==> src/rtl/btn_pkg.sv <==
// Shared event-kind codes, pending-bit positions and per-button state encoding
// for the button event scheduler.
package btn_pkg;

   localparam logic [1:0] EV_PRESS   = 2'd0;
   localparam logic [1:0] EV_REPEAT  = 2'd1;
   localparam logic [1:0] EV_RELEASE = 2'd2;

   // Pending bit index equals the event-kind code it produces.
   localparam int PEND_P = 0;
   localparam int PEND_R = 1;
   localparam int PEND_L = 2;

   typedef enum logic [1:0] {
      ST_IDLE = 2'd0,
      ST_HELD = 2'd1,
      ST_RPT  = 2'd2
   } btn_state_e;

   function automatic int max2(input int a, input int b);
      return (a > b) ? a : b;
   endfunction

   function automatic logic [1:0] pick_kind(input logic [2:0] pend);
      if (pend[PEND_P])      return EV_PRESS;
      else if (pend[PEND_R]) return EV_REPEAT;
      else                   return EV_RELEASE;
   endfunction

endpackage

==> src/rtl/btn_event_tracker.sv <==
// Per-button edge detect, hold/repeat timer and PRESS/REPEAT/RELEASE pending bits.
// Pending bit is set on the edge that sees the event; take_i clears it; drop_o flags a lost event.
module btn_event_tracker
   import btn_pkg::*;
#(
   parameter int HOLD_CYCLES   = 50_000_000,
   parameter int REPEAT_CYCLES = 12_500_000
) (
   input  logic       clk,
   input  logic       rst_n,
   input  logic       level_i,
   input  logic [2:0] take_i,
   output logic [2:0] pend_o,
   output logic       drop_o
);

   localparam int CW = $clog2(max2(HOLD_CYCLES, REPEAT_CYCLES));
   localparam logic [CW-1:0] HOLD_LAST = CW'(HOLD_CYCLES - 1);
   localparam logic [CW-1:0] RPT_LAST  = CW'(REPEAT_CYCLES - 1);

   btn_state_e    state_q;
   logic [CW-1:0] cnt_q;
   logic          prev_q;
   logic [2:0]    pend_q;
   logic [2:0]    pend_d;
   logic [2:0]    set_ev;
   logic          rise;
   logic          fall;

   always_comb begin
      rise   = level_i & ~prev_q;
      fall   = ~level_i & prev_q;
      set_ev = 3'b000;
      // A release wins over a coincident threshold, so no REPEAT follows the fall.
      case (state_q)
         ST_IDLE: set_ev[PEND_P] = rise;
         ST_HELD: begin
            set_ev[PEND_L] = fall;
            set_ev[PEND_R] = ~fall && (cnt_q == HOLD_LAST);
         end
         ST_RPT: begin
            set_ev[PEND_L] = fall;
            set_ev[PEND_R] = ~fall && (cnt_q == RPT_LAST);
         end
         default: set_ev = 3'b000;
      endcase
      pend_d = set_ev | (pend_q & ~take_i);
      drop_o = |(set_ev & pend_q & ~take_i);
   end

   assign pend_o = pend_q;

   always_ff @(posedge clk or negedge rst_n) begin
      if (!rst_n) begin
         state_q <= ST_IDLE;
         cnt_q   <= '0;
         prev_q  <= 1'b0;
         pend_q  <= 3'b000;
      end else begin
         prev_q <= level_i;
         pend_q <= pend_d;
         case (state_q)
            ST_IDLE: begin
               if (rise) begin
                  cnt_q   <= '0;
                  state_q <= ST_HELD;
               end
            end
            ST_HELD: begin
               if (fall) begin
                  cnt_q   <= '0;
                  state_q <= ST_IDLE;
               end else if (cnt_q == HOLD_LAST) begin
                  cnt_q   <= '0;
                  state_q <= ST_RPT;
               end else begin
                  cnt_q <= cnt_q + CW'(1);
               end
            end
            ST_RPT: begin
               if (fall) begin
                  cnt_q   <= '0;
                  state_q <= ST_IDLE;
               end else if (cnt_q == RPT_LAST) begin
                  cnt_q <= '0;
               end else begin
                  cnt_q <= cnt_q + CW'(1);
               end
            end
            default: begin
               cnt_q   <= '0;
               state_q <= ST_IDLE;
            end
         endcase
      end
   end

endmodule

==> src/rtl/button_event_scheduler.sv <==
// Round-robin merge of per-button PRESS/REPEAT/RELEASE events onto one valid/ready channel.
// Two cycles from a sampled rise to ev_valid; ev_id/ev_kind hold while ev_ready is low.
module button_event_scheduler
   import btn_pkg::*;
#(
   parameter int N_BTN         = 4,
   parameter int HOLD_CYCLES   = 50_000_000,
   parameter int REPEAT_CYCLES = 12_500_000
) (
   input  logic                       clk,
   input  logic                       rst_n,
   input  logic [N_BTN-1:0]           btn_level,
   output logic                       ev_valid,
   input  logic                       ev_ready,
   output logic [$clog2(N_BTN)-1:0]   ev_id,
   output logic [1:0]                 ev_kind,
   output logic                       overflow,
   input  logic                       ovf_clr
);

   localparam int IW = $clog2(N_BTN);

   logic [2:0]       pend [N_BTN];
   logic [2:0]       take [N_BTN];
   logic [N_BTN-1:0] drop;

   logic          valid_q;
   logic [IW-1:0] id_q;
   logic [1:0]    kind_q;
   logic          ovf_q;
   logic [IW-1:0] rr_q;
   logic [IW-1:0] rr_d;

   logic          any_elig;
   logic [IW-1:0] gnt_id;
   logic [1:0]    gnt_kind;
   logic          load;
   int            idx;
   logic [IW-1:0] idx_w;

   for (genvar g = 0; g < N_BTN; g++) begin : g_btn
      btn_event_tracker #(
         .HOLD_CYCLES  (HOLD_CYCLES),
         .REPEAT_CYCLES(REPEAT_CYCLES)
      ) u_trk (
         .clk    (clk),
         .rst_n  (rst_n),
         .level_i(btn_level[g]),
         .take_i (take[g]),
         .pend_o (pend[g]),
         .drop_o (drop[g])
      );
   end

   // First eligible button at or after rr_q, wrapping.
   always_comb begin
      any_elig = 1'b0;
      gnt_id   = '0;
      gnt_kind = EV_PRESS;
      idx      = 0;
      idx_w    = '0;
      for (int k = 0; k < N_BTN; k++) begin
         idx   = (int'(rr_q) + k) % N_BTN;
         idx_w = IW'(idx);
         if (!any_elig && (|pend[idx_w])) begin
            any_elig = 1'b1;
            gnt_id   = idx_w;
            gnt_kind = pick_kind(pend[idx_w]);
         end
      end
   end

   assign load = any_elig && (!valid_q || ev_ready);
   assign rr_d = (gnt_id == IW'(N_BTN - 1)) ? '0 : gnt_id + IW'(1);

   always_comb begin
      for (int i = 0; i < N_BTN; i++) begin
         take[i] = (load && (gnt_id == IW'(i))) ? (3'b001 << gnt_kind) : 3'b000;
      end
   end

   always_ff @(posedge clk or negedge rst_n) begin
      if (!rst_n) begin
         valid_q <= 1'b0;
         id_q    <= '0;
         kind_q  <= EV_PRESS;
         ovf_q   <= 1'b0;
         rr_q    <= '0;
      end else begin
         if (load) begin
            valid_q <= 1'b1;
            id_q    <= gnt_id;
            kind_q  <= gnt_kind;
            rr_q    <= rr_d;
         end else if (ev_ready) begin
            valid_q <= 1'b0;
         end
         if (|drop)        ovf_q <= 1'b1;
         else if (ovf_clr) ovf_q <= 1'b0;
      end
   end

   assign ev_valid = valid_q;
   assign ev_id    = id_q;
   assign ev_kind  = kind_q;
   assign overflow = ovf_q;

endmodule
==> config.mk <==
export PLATFORM = sky130hd
export DESIGN_NAME = button_event_scheduler
export DESIGN_NICKNAME = d
export VERILOG_FILES = /design/src/rtl/btn_pkg.sv /design/src/rtl/btn_event_tracker.sv /design/src/rtl/button_event_scheduler.sv
export SDC_FILE = /design/constraint.sdc
export NUM_CORES = 1
export LEC_CHECK = 0
export ABC_AREA = 1
export CAP_MARGIN = 20
export CORE_MARGIN = 3
export CORE_UTILIZATION = 45
export CTS_CLUSTER_SIZE = 28
export DETAILED_ROUTE_END_ITERATION = 8
export PLACE_DENSITY = 0.66
export SLEW_MARGIN = 20
export SYNTH_ARGS = -nofsm -noshare
export SYNTH_HDL_FRONTEND = slang
export SYNTH_HIERARCHICAL = 1
export SYNTH_SLANG_ARGS = --single-unit
==> constraint.sdc <==
create_clock -name clk -period 4 [get_ports clk]
set_input_delay 0.8 -clock clk [delete_from_list [all_inputs] [get_ports clk]]
set_output_delay 0.8 -clock clk [all_outputs]
set_load 0.01 [all_outputs]
Word level (Yosys, flattened, before mapping)
Index checks and enable logic that the tools add are counted.
{"block": "totals", "regBits": 136, "wordCells": 239, "mem_count": 0, "mem_bits_rw": 0, "inputBits": 8, "latch_bits": 0, "out_inout_bits": 6, "rom_bits": 0}
{"block": "op_classes", "mul": 0, "mux": 93, "bitwise_logic": 44, "addsub": 8, "eq_ne": 31, "shifts": 1, "n_reduce_logical": 37, "div": 0, "n_lt_le_gt_ge": 4}
{"cell": "$mux W26", "n": 20}
{"cell": "$pmux W26 S3", "n": 4}
{"cell": "$add A26 B1 Y26 const B", "n": 4}
{"cell": "$eq A26 B24 Y1 const B", "n": 4}
{"cell": "$eq A26 B26 Y1 const B", "n": 4}
{"cell": "$mux W2", "n": 33}
{"cell": "$and A3 B3 Y3", "n": 12}
{"cell": "$mux W3", "n": 12}
{"cell": "$bmux W3 S2", "n": 4}
{"cell": "$pmux W2 S3", "n": 4}
{"cell": "$logic_and A1 B1 Y1", "n": 16}
{"cell": "$ne A2 B1 Y1 const B", "n": 8}
{"cell": "$pmux W2 S2", "n": 4}
{"cell": "$eq A2 B2 Y1 const B", "n": 6}
{"cell": "$ge A3 B3 Y1 const B", "n": 4}
{"cell": "$mux W1", "n": 12}
{"cell": "$ne A3 B1 Y1 const B", "n": 4}
{"cell": "$not A1 Y1", "n": 12}
{"cell": "$not A2 Y3", "n": 4}
{"cell": "$not A3 Y3", "n": 4}
{"cell": "$or A3 B3 Y3", "n": 4}
{"cell": "$reduce_and A3 Y1", "n": 4}
{"cell": "$reduce_or A12 Y1", "n": 1}
{"cell": "$reduce_or A3 Y1", "n": 4}
{"cell": "other kinds (9)", "n": 30}

Longest topological paths before layout
Gate-level depths: netlist (run 1).
{"block": "depth", "ltp_word": 22, "depth_mapped": 21, "ltp_nobuf": 20}

By module
The synthesis (run 1) kept the hierarchy.
{"mod": "btn_event_tracker", "cells_each": 312, "area_per_inst_um2": 2137.0, "seq_area_each_um2": 800.8, "n_inst": 4}
{"mod": "button_event_scheduler", "cells_each": 210, "area_per_inst_um2": 1193.6, "seq_area_each_um2": 200.2, "n_inst": 1}

Worst setup path before layout (run 1)
No wires, ideal clock.
{"block": "synth_path", "path_type": "register to register", "from": "register rr_q[1]", "to": "register ovf_q (netlist: overflow)", "setup_time_ns": 0.135, "period_less_slack_ns": 2.552, "path_buffers": 2, "arrival_time_ns": 2.417, "path_stages_with_launch": 22, "path_slack_ns": 1.448, "required_ns": 3.865, "cell_sequence": "dfrtp_1 -> buf_6 -> inv_4 -> nand2_1 -> nand2_1 -> buf_4 -> nand2_1 -> nand2_2 -> nand3_4 -> nor2_8 -> nand3_1 -> nand2_1 -> nand2_1 -> inv_1 -> ha_1 -> nand2_2 -> nor2_1 -> nor3_1 -> nor2_1 -> o21ai_0 -> nor4_1 -> o21ai_0"}
{"item": "from (decl)", "line_no": "button_event_scheduler.sv:31", "text": "logic [IW-1:0] rr_q;"}
{"item": "from (signal assigned)", "line_no": "button_event_scheduler.sv:94", "text": "rr_q <= rr_d;"}
{"item": "to (signal assigned)", "line_no": "button_event_scheduler.sv:87", "text": "ovf_q <= 1'b0;"}
{"item": "to (signal assigned)", "line_no": "button_event_scheduler.sv:98", "text": "if (|drop) ovf_q <= 1'b1;"}
{"item": "to (signal assigned)", "line_no": "button_event_scheduler.sv:99", "text": "else if (ovf_clr) ovf_q <= 1'b0;"}
{"item": "to (decl)", "line_no": "button_event_scheduler.sv:30", "text": "logic ovf_q;"}

==> metrics.txt, run 1 <==
Max transition margin 60.84%; Hold Slack ~340 ps; number of max-cap violations 0; combinational power share about 40%; ys async rst share between 90% and 100%; Post-Syn Nets 1,486; num rows 53; Post-CTS Setup Bufs 0; hold crit path type input pin to async pin; # IOs 14; die area between 20,000 and 25,000 µm²; post-synthesis adder-cell area fraction under 10%; CTS max path bufs 2; Clk pwr share 29.6%; HPWL after DPL approximately 17,000 µm; CTS tree done; synthesized area per cell 6.682 µm²; critical path class flip-flop to flip-flop; Residual DRC 0; CP max-delay cell dfrtp_1; initial antenna violation count 0; drt first pass iters 5; CP Data Arrival Time approximately 3500 ps; first-pass GRT wire length between 40,000 and 50,000 µm; H-tree depth 4; Synth Cell Area a little under 10,000 µm²; count of different cell masters after synthesis 35; vias per cell ~5; Synth Instances between 1,000 and 1,500; Die Ht ~150 µm; CP Launch Type flip-flop; Switch Pwr ~2.4 mW; Seq cells post-synth approximately 140; WP buf/inv 2; Post-synth EDFFs 0; Hold Fails Final Rpt 0; final instance area about 11,000 µm²; critical path's top delay family simple AND/OR/NAND/NOR gates; Synth Warn # 6; post-route setup TNS 0 ps; CTS buffer count 17; fmax 311.5 MHz; latest clock arrival within the worst-skew pair 430 ps; PostCTS Resize Cnt 0; top cell type's share of synthesized area about a third; largest family of logic cells by synthesized area simple AND/OR/NAND/NOR gates; most common cell after layout, fill and taps aside nand2_1; Initial DRC Count between 500 and 600; leading post-synthesis cells by cell area dfrtp_1 35%, nand2_1 16%, nor2_1 7.5%, inv_1 7.3%, nand3_1 6.3%; Worst VDD drop approximately 0.29 mV; CP max stage delay around 510 ps; P_leak 4.724 nW; die width around 150 µm; number of global-route vias before repair between 8,000 and 9,000; Area Growth Syn to Fin 9.492%; Synth Area in XOR/XNOR approximately 2.9%; final setup fails 0; antenna-violating nets left 0; Pint 3.153 mW; max-slew violations 0; # diodes 0; fin nets between 1,000 and 1,500; total power 5.575 mW; WL/cell between 10 and 15 µm; Seq pwr share ~30%; mux cell area share after synthesis 0%; simple-gate share of the synthesized area between 40% and 50%; status completed; RR Startpoint rr_q[0]; Worst R2R Path Depth 19; pin count of the biggest net entering global routing just under 80; complex-gate fraction of the synthesized area about 8.5%; crit end category flip-flop; Final GP Congestion 0.9122; CP Cell Sequence inv_2 -> nand2_1 -> nand2_1 -> nand2_1 -> nand2_1 -> nand3_4 -> nand2_1 -> nand2_1 -> o21ai_1 -> nand3_1 -> inv_1 -> ha_1 -> nand2_2 -> nor2_1 -> nor3_1 -> nor2_1 -> o21ai_0 -> nor4_1 -> o21ai_0; Reg-to-Reg End overflow; Initial Utilization 46.05%; Main synth FF type dfrtp_1; crit-path max FO 16; Critical path origin rr_q[0]; clk_skew approximately 16 ps; Synth area leader dfrtp_1; Total Wirelength 23,430 µm; global-route usage over all layers a little over a fifth; power per cell area roughly 520 nW/µm²; Sw Ratio 43.45%; CTS sink cnt between 100 and 150; gr ovfl total 0; routed vias a little under 9,000; layout cells sized above 1 about a tenth; post-route minimum period 3210 ps; Port Buffers 13; R2R Setup Slk around 800 ps; clock transition at the registers of the reported paths roughly 60 ps; unrepaired setup endpoints after global routing false; hold buffer count at CTS 0; post-synthesis sequential area ratio between 30% and 40%; Req. time, crit path approximately 4300 ps; post-placement cell area around 10,000 µm²; CTS Root Cell clkbuf_16; Slew @ Worst Pin 587.5 ps; most frequent cells in the layout 414 x nand2_1, 194 x nor2_1, 190 x inv_1; Final Cycle Share between 80 and 90%; Top cell by count, worst path nand2_1; area of the core ~21,000 µm²
-- synth_stat cells, types with 4 or more instances --
master    number
nand3b_1       4
buf_2          9
o21ai_1       13
nand3_1      123
nand2_1      414
nand2_2       34
or2_2          8
nand3_2        5
clkbuf_1       8
clkinv_1       4
nand2_4        9
ha_1          20
nor2_1       194
nor4_1         5
inv_1        190
a21oi_2        8
xor2_1        32
dfrtp_1      136
nor3_1         8
o22ai_1       12
buf_8          4
o21ai_0       39
nor2_4         9
nand4_1       42
buf_6          6
nor2_2        22
a21oi_1       82
inv_2          8
-- per-stage QoR --
| step | worst slack (ps) | utilization (%) | cells |
|---|---|---|---|
| after global placement | 933.5 | 47.54 | 1723 |
| after global routing | 328.5 | 50.42 | 1755 |
| after CTS | 791.2 | 50.42 | 1755 |
| after floorplan | 1448 | - | 1458 |
| final | 790.0 | 50.42 | 1755 |
| after detailed placement | 790.8 | 47.54 | 1723 |
-- worst register-to-register path: stages, from the launching register on --
cell and delay [ps]:
dfrtp_1 510, inv_2 270, nand2_1 80, nand2_1 260, nand2_1 90, nand2_1 160
nand3_4 130, nand2_1 100, nand2_1 50, o21ai_1 70, nand3_1 190, inv_1 130
ha_1 160, nand2_2 70, nor2_1 150, nor3_1 70, nor2_1 90, o21ai_0 120
nor4_1 270, o21ai_0 120
-- metal layers --
layer	global-route usage [%]	vias up	wire length (µm)
met5	0	-	0
met4	5.303	0	238
met3	3.398	18	955
met2	34.20	162	10960
met1	28.79	4131	11280
li1	-	4632	-
-- registers in the layout (all words and copies together) (netlist names), 2 cells and up --
name and flops:
g_btn.u_trk/cnt_q 104, g_btn.u_trk/pend_o 12, g_btn.u_trk/state_q 8, g_btn.u_trk/prev_q 4
ev_id 2, ev_kind 2, rr_q 2
-- how the worst max path moves through the flow --
stage                    end  slack [ps]  depth (start not counted)
global route        overflow         330                         19
detailed placement  overflow         790                         19
global placement    overflow         930                         19
floorplan           overflow        1450                         21
CTS                 overflow         790                         19
finish              overflow         790                         19
-- power groups by stage --
stage / Clock (mW) / Sequential [mW] / Combinational [mW]
2_1_floorplan: 0 / 1.64 / 1.84
3_3_place_gp: 0 / 1.70 / 2.23
3_5_place_dp: 0 / 1.70 / 2.25
4_1_cts: 1.69 / 1.68 / 2.26
5_1_grt: 1.76 / 1.70 / 2.55
6_report: 1.65 / 1.68 / 2.25
-- cell type report --
class	instances	area (µm²)
Clock buffer	19	442.9
Fill cell	2122	10490
Tap cell	275	344.1
Multi-Input combinational cell	1089	5350
Inverter	204	770.7
Sequential cell	136	3403
Clock inverter	13	166.4
Timing Repair Buffer	19	188.9
-- kinds of logic after synthesis --
group,after synthesis
DFF,136
adders and majority gates,20
AOI/OAI and AO/OA,155
xor gates and xnor gates,32
and+or+nand+nor,882
buffers and inverters,233
Note: power is estimated with default switching activity, not from simulation.
==> run 2, diff against run 1 <==
==> constraint.sdc (replaced) <==
create_clock -name clk -period 3.33 [get_ports clk]
set_input_delay 0.666 -clock clk [delete_from_list [all_inputs] [get_ports clk]]
set_output_delay 0.666 -clock clk [all_outputs]
set_load 0.01 [all_outputs]
==> run 2 against run 1 <==
Clock power is 15% higher. Maximum frequency increased by 9.2%. Worst setup slack worse by 400 ps. Sequential share of layout area is 0.092 points lower. Die area unchanged. Power up 19%. Global-route usage is 0.37 points lower. Final area increased by 0.36%.
==> metrics.txt, run 2 (synthesis results as in run 1) <==
antenna-violating nets left 0 (unchanged); Die Ht 153.1 µm (unchanged); CTS sink cnt 136 (unchanged); num rows 53 (unchanged); CP max stage delay 410 ps (-100 ps); Initial Utilization 46.05% (unchanged); Top cell by count, worst path nand2_1; most common cell after layout, fill and taps aside nand2_1; drt first pass iters 5 (unchanged); Port Buffers 13 (unchanged); HPWL after DPL 17,080 µm (+0.24%); global-route usage over all layers 20.45% (-0.37 points); WL/cell 13.09 µm (-1.9%); crit-path max FO 21 (+5); M2 GR Usage 32.92% (-1.3 points); die area 23,450 µm² (unchanged); fmax 340.2 MHz (+9.2%); layout cells sized above 1 10.44% (+0.51 points); area of the core 21,150 µm² (unchanged); CP Data Arrival Time 3230 ps (-270 ps); pin count of the biggest net entering global routing 74 (-5.1%); Max transition margin 54.44% (-6.4 points); CTS Root Cell clkbuf_16; latest clock arrival within the worst-skew pair 430 ps (about the same); Worst VDD drop 0.3775 mV (+28%); CTS tree done; Reg with most FFs g_btn.u_trk/cnt_q; post-route minimum period 2939 ps (-270.8 ps); crit end category flip-flop; Area Growth Syn to Fin 9.890%; critical path class flip-flop to flip-flop; Req. time, crit path 3620 ps (-670 ps); post-route setup TNS 0 ps (unchanged); number of flip-flops in the largest register 104 (unchanged); die width 153.1 µm (unchanged); unrepaired setup endpoints after global routing false; Worst R2R Path Depth 19 (unchanged); Slew @ Worst Pin 683.4 ps (+95.96 ps); non-filler instance count after layout 1,760 (+0.28%); M3 GR Usage 3.369% (-0.028 points); power per cell area 621.3 nW/µm² (+19%); busiest metal layer after global routing met2; clk_skew 11.73 ps (-4.616 ps); Setup WS post-layout 390.8 ps (-399.2 ps); # diodes 0 (unchanged); post-placement cell area 10,100 µm² (+0.45%); Hold Slack 263.3 ps (-77.56 ps); Residual DRC 0 (unchanged); P_leak 4.738 nW (+0.30%); placed insts 1,729 (+0.35%); pre-CTS setup slack 241.1 ps (-549.7 ps); clock transition at the registers of the reported paths 60 ps (about the same); CP Cell Sequence buf_6 -> nand2_1 -> nand2_1 -> nand2_1 -> nand2_2 -> inv_2 -> nor2_2 -> nand2_1 -> o21ai_1 -> nand3_1 -> inv_1 -> ha_1 -> nand2_2 -> nor2_1 -> nor3_1 -> nor2_1 -> o21ai_0 -> nor4_1 -> o21ai_0; number of global-route vias before repair 8,433 (-4.1%); multi-input logic area 5353 µm² (about the same); H-tree depth 4 (unchanged); final setup fails 0 (unchanged); register area 3406 µm² (about the same); routed vias 8,930 (-0.15%); Total Wirelength 23,040 µm (-1.6%); first-pass GRT wire length 40,500 µm (-2.2%); Hold Fails Final Rpt 0 (unchanged); max-slew violations 0 (unchanged); total power 6.651 mW (+19%); post-layout util 50.61% (+0.18 points); Final GP Congestion 0.9124 (about the same); met1 GRT Util 28.73% (-0.059 points); status completed; # IOs 14 (unchanged); hold crit path type input pin to async pin; number of max-cap violations 0 (unchanged); Initial DRC Count 520 (-12%); gr ovfl total 0 (unchanged); most frequent cells in the layout 413 x nand2_1, 194 x nor2_1, 190 x inv_1; CP max-delay cell dfrtp_2; CP Launch Type flip-flop; CTS max path bufs 2 (unchanged); vias per cell 5.074 (-0.43%); final instance area 10,710 µm² (+0.36%); initial antenna violation count 0 (unchanged); Final Cycle Share 88.27% (+8.0 points); fin nets 1,501 (+0.40%); final-layout fill cell count 2,119 (-0.14%); CTS buffer count 17 (unchanged); hold buffer count at CTS 0 (unchanged)
run 2: layout make-up:
cell class                 instances  area share, %
clock inverter                    10          1.134
sequential                       136          31.81
multi-input combinational       1089          50.00
clock buffer                      21          4.395
timing repair buffer              25          2.221
inverter                         204          7.223
tap                              275          3.214
run 2: final timing paths:
path | startpoint | end | slack (ps)
hold reg to reg | ev_kind[1] | ev_kind[1] | 480
min in group clk | ev_kind[1] | ev_kind[1] | 480
max in group asynchronous | rst_n | g_btn[3].u_trk/cnt_q[1] | 2360
setup reg to reg | rr_q[0] | overflow | 390
setup / recovery | rr_q[0] | overflow | 390
hold / removal | rst_n | g_btn[1].u_trk/cnt_q[22] | 260
run 2: report_power, final:
group,internal [mW],switching [mW],total [mW]
Sequential,1.83,0.178,2.01
Clock,1.16,0.743,1.90
Combinational,0.796,1.94,2.74
run 2: worst max-delay path: cells and delay by family (launching register included):
kind                     cells  cell delay [ps]
AO/OA/AOI/OAI                3              380
adder cells (fa/ha/maj)      1              160
buffers and inverters        3              380
flip-flops                   1              410
AND/OR/NAND/NOR             12             1490
run 2: metal layers:
layer / vias up / part of all wire [%]
met4: 0 / 1.1
met3: 18 / 3.5
li1: 4651 / -
met2: 149 / 46
met1: 4112 / 49
met5: - / 0
run 2: timing repair:
| action | CTS | global route |
|---|---|---|
| buffers inserted | 0 | 0 |
| endpoints found under the setup margin | 0 | 1 |
| gates resized for setup | 0 | 5 |
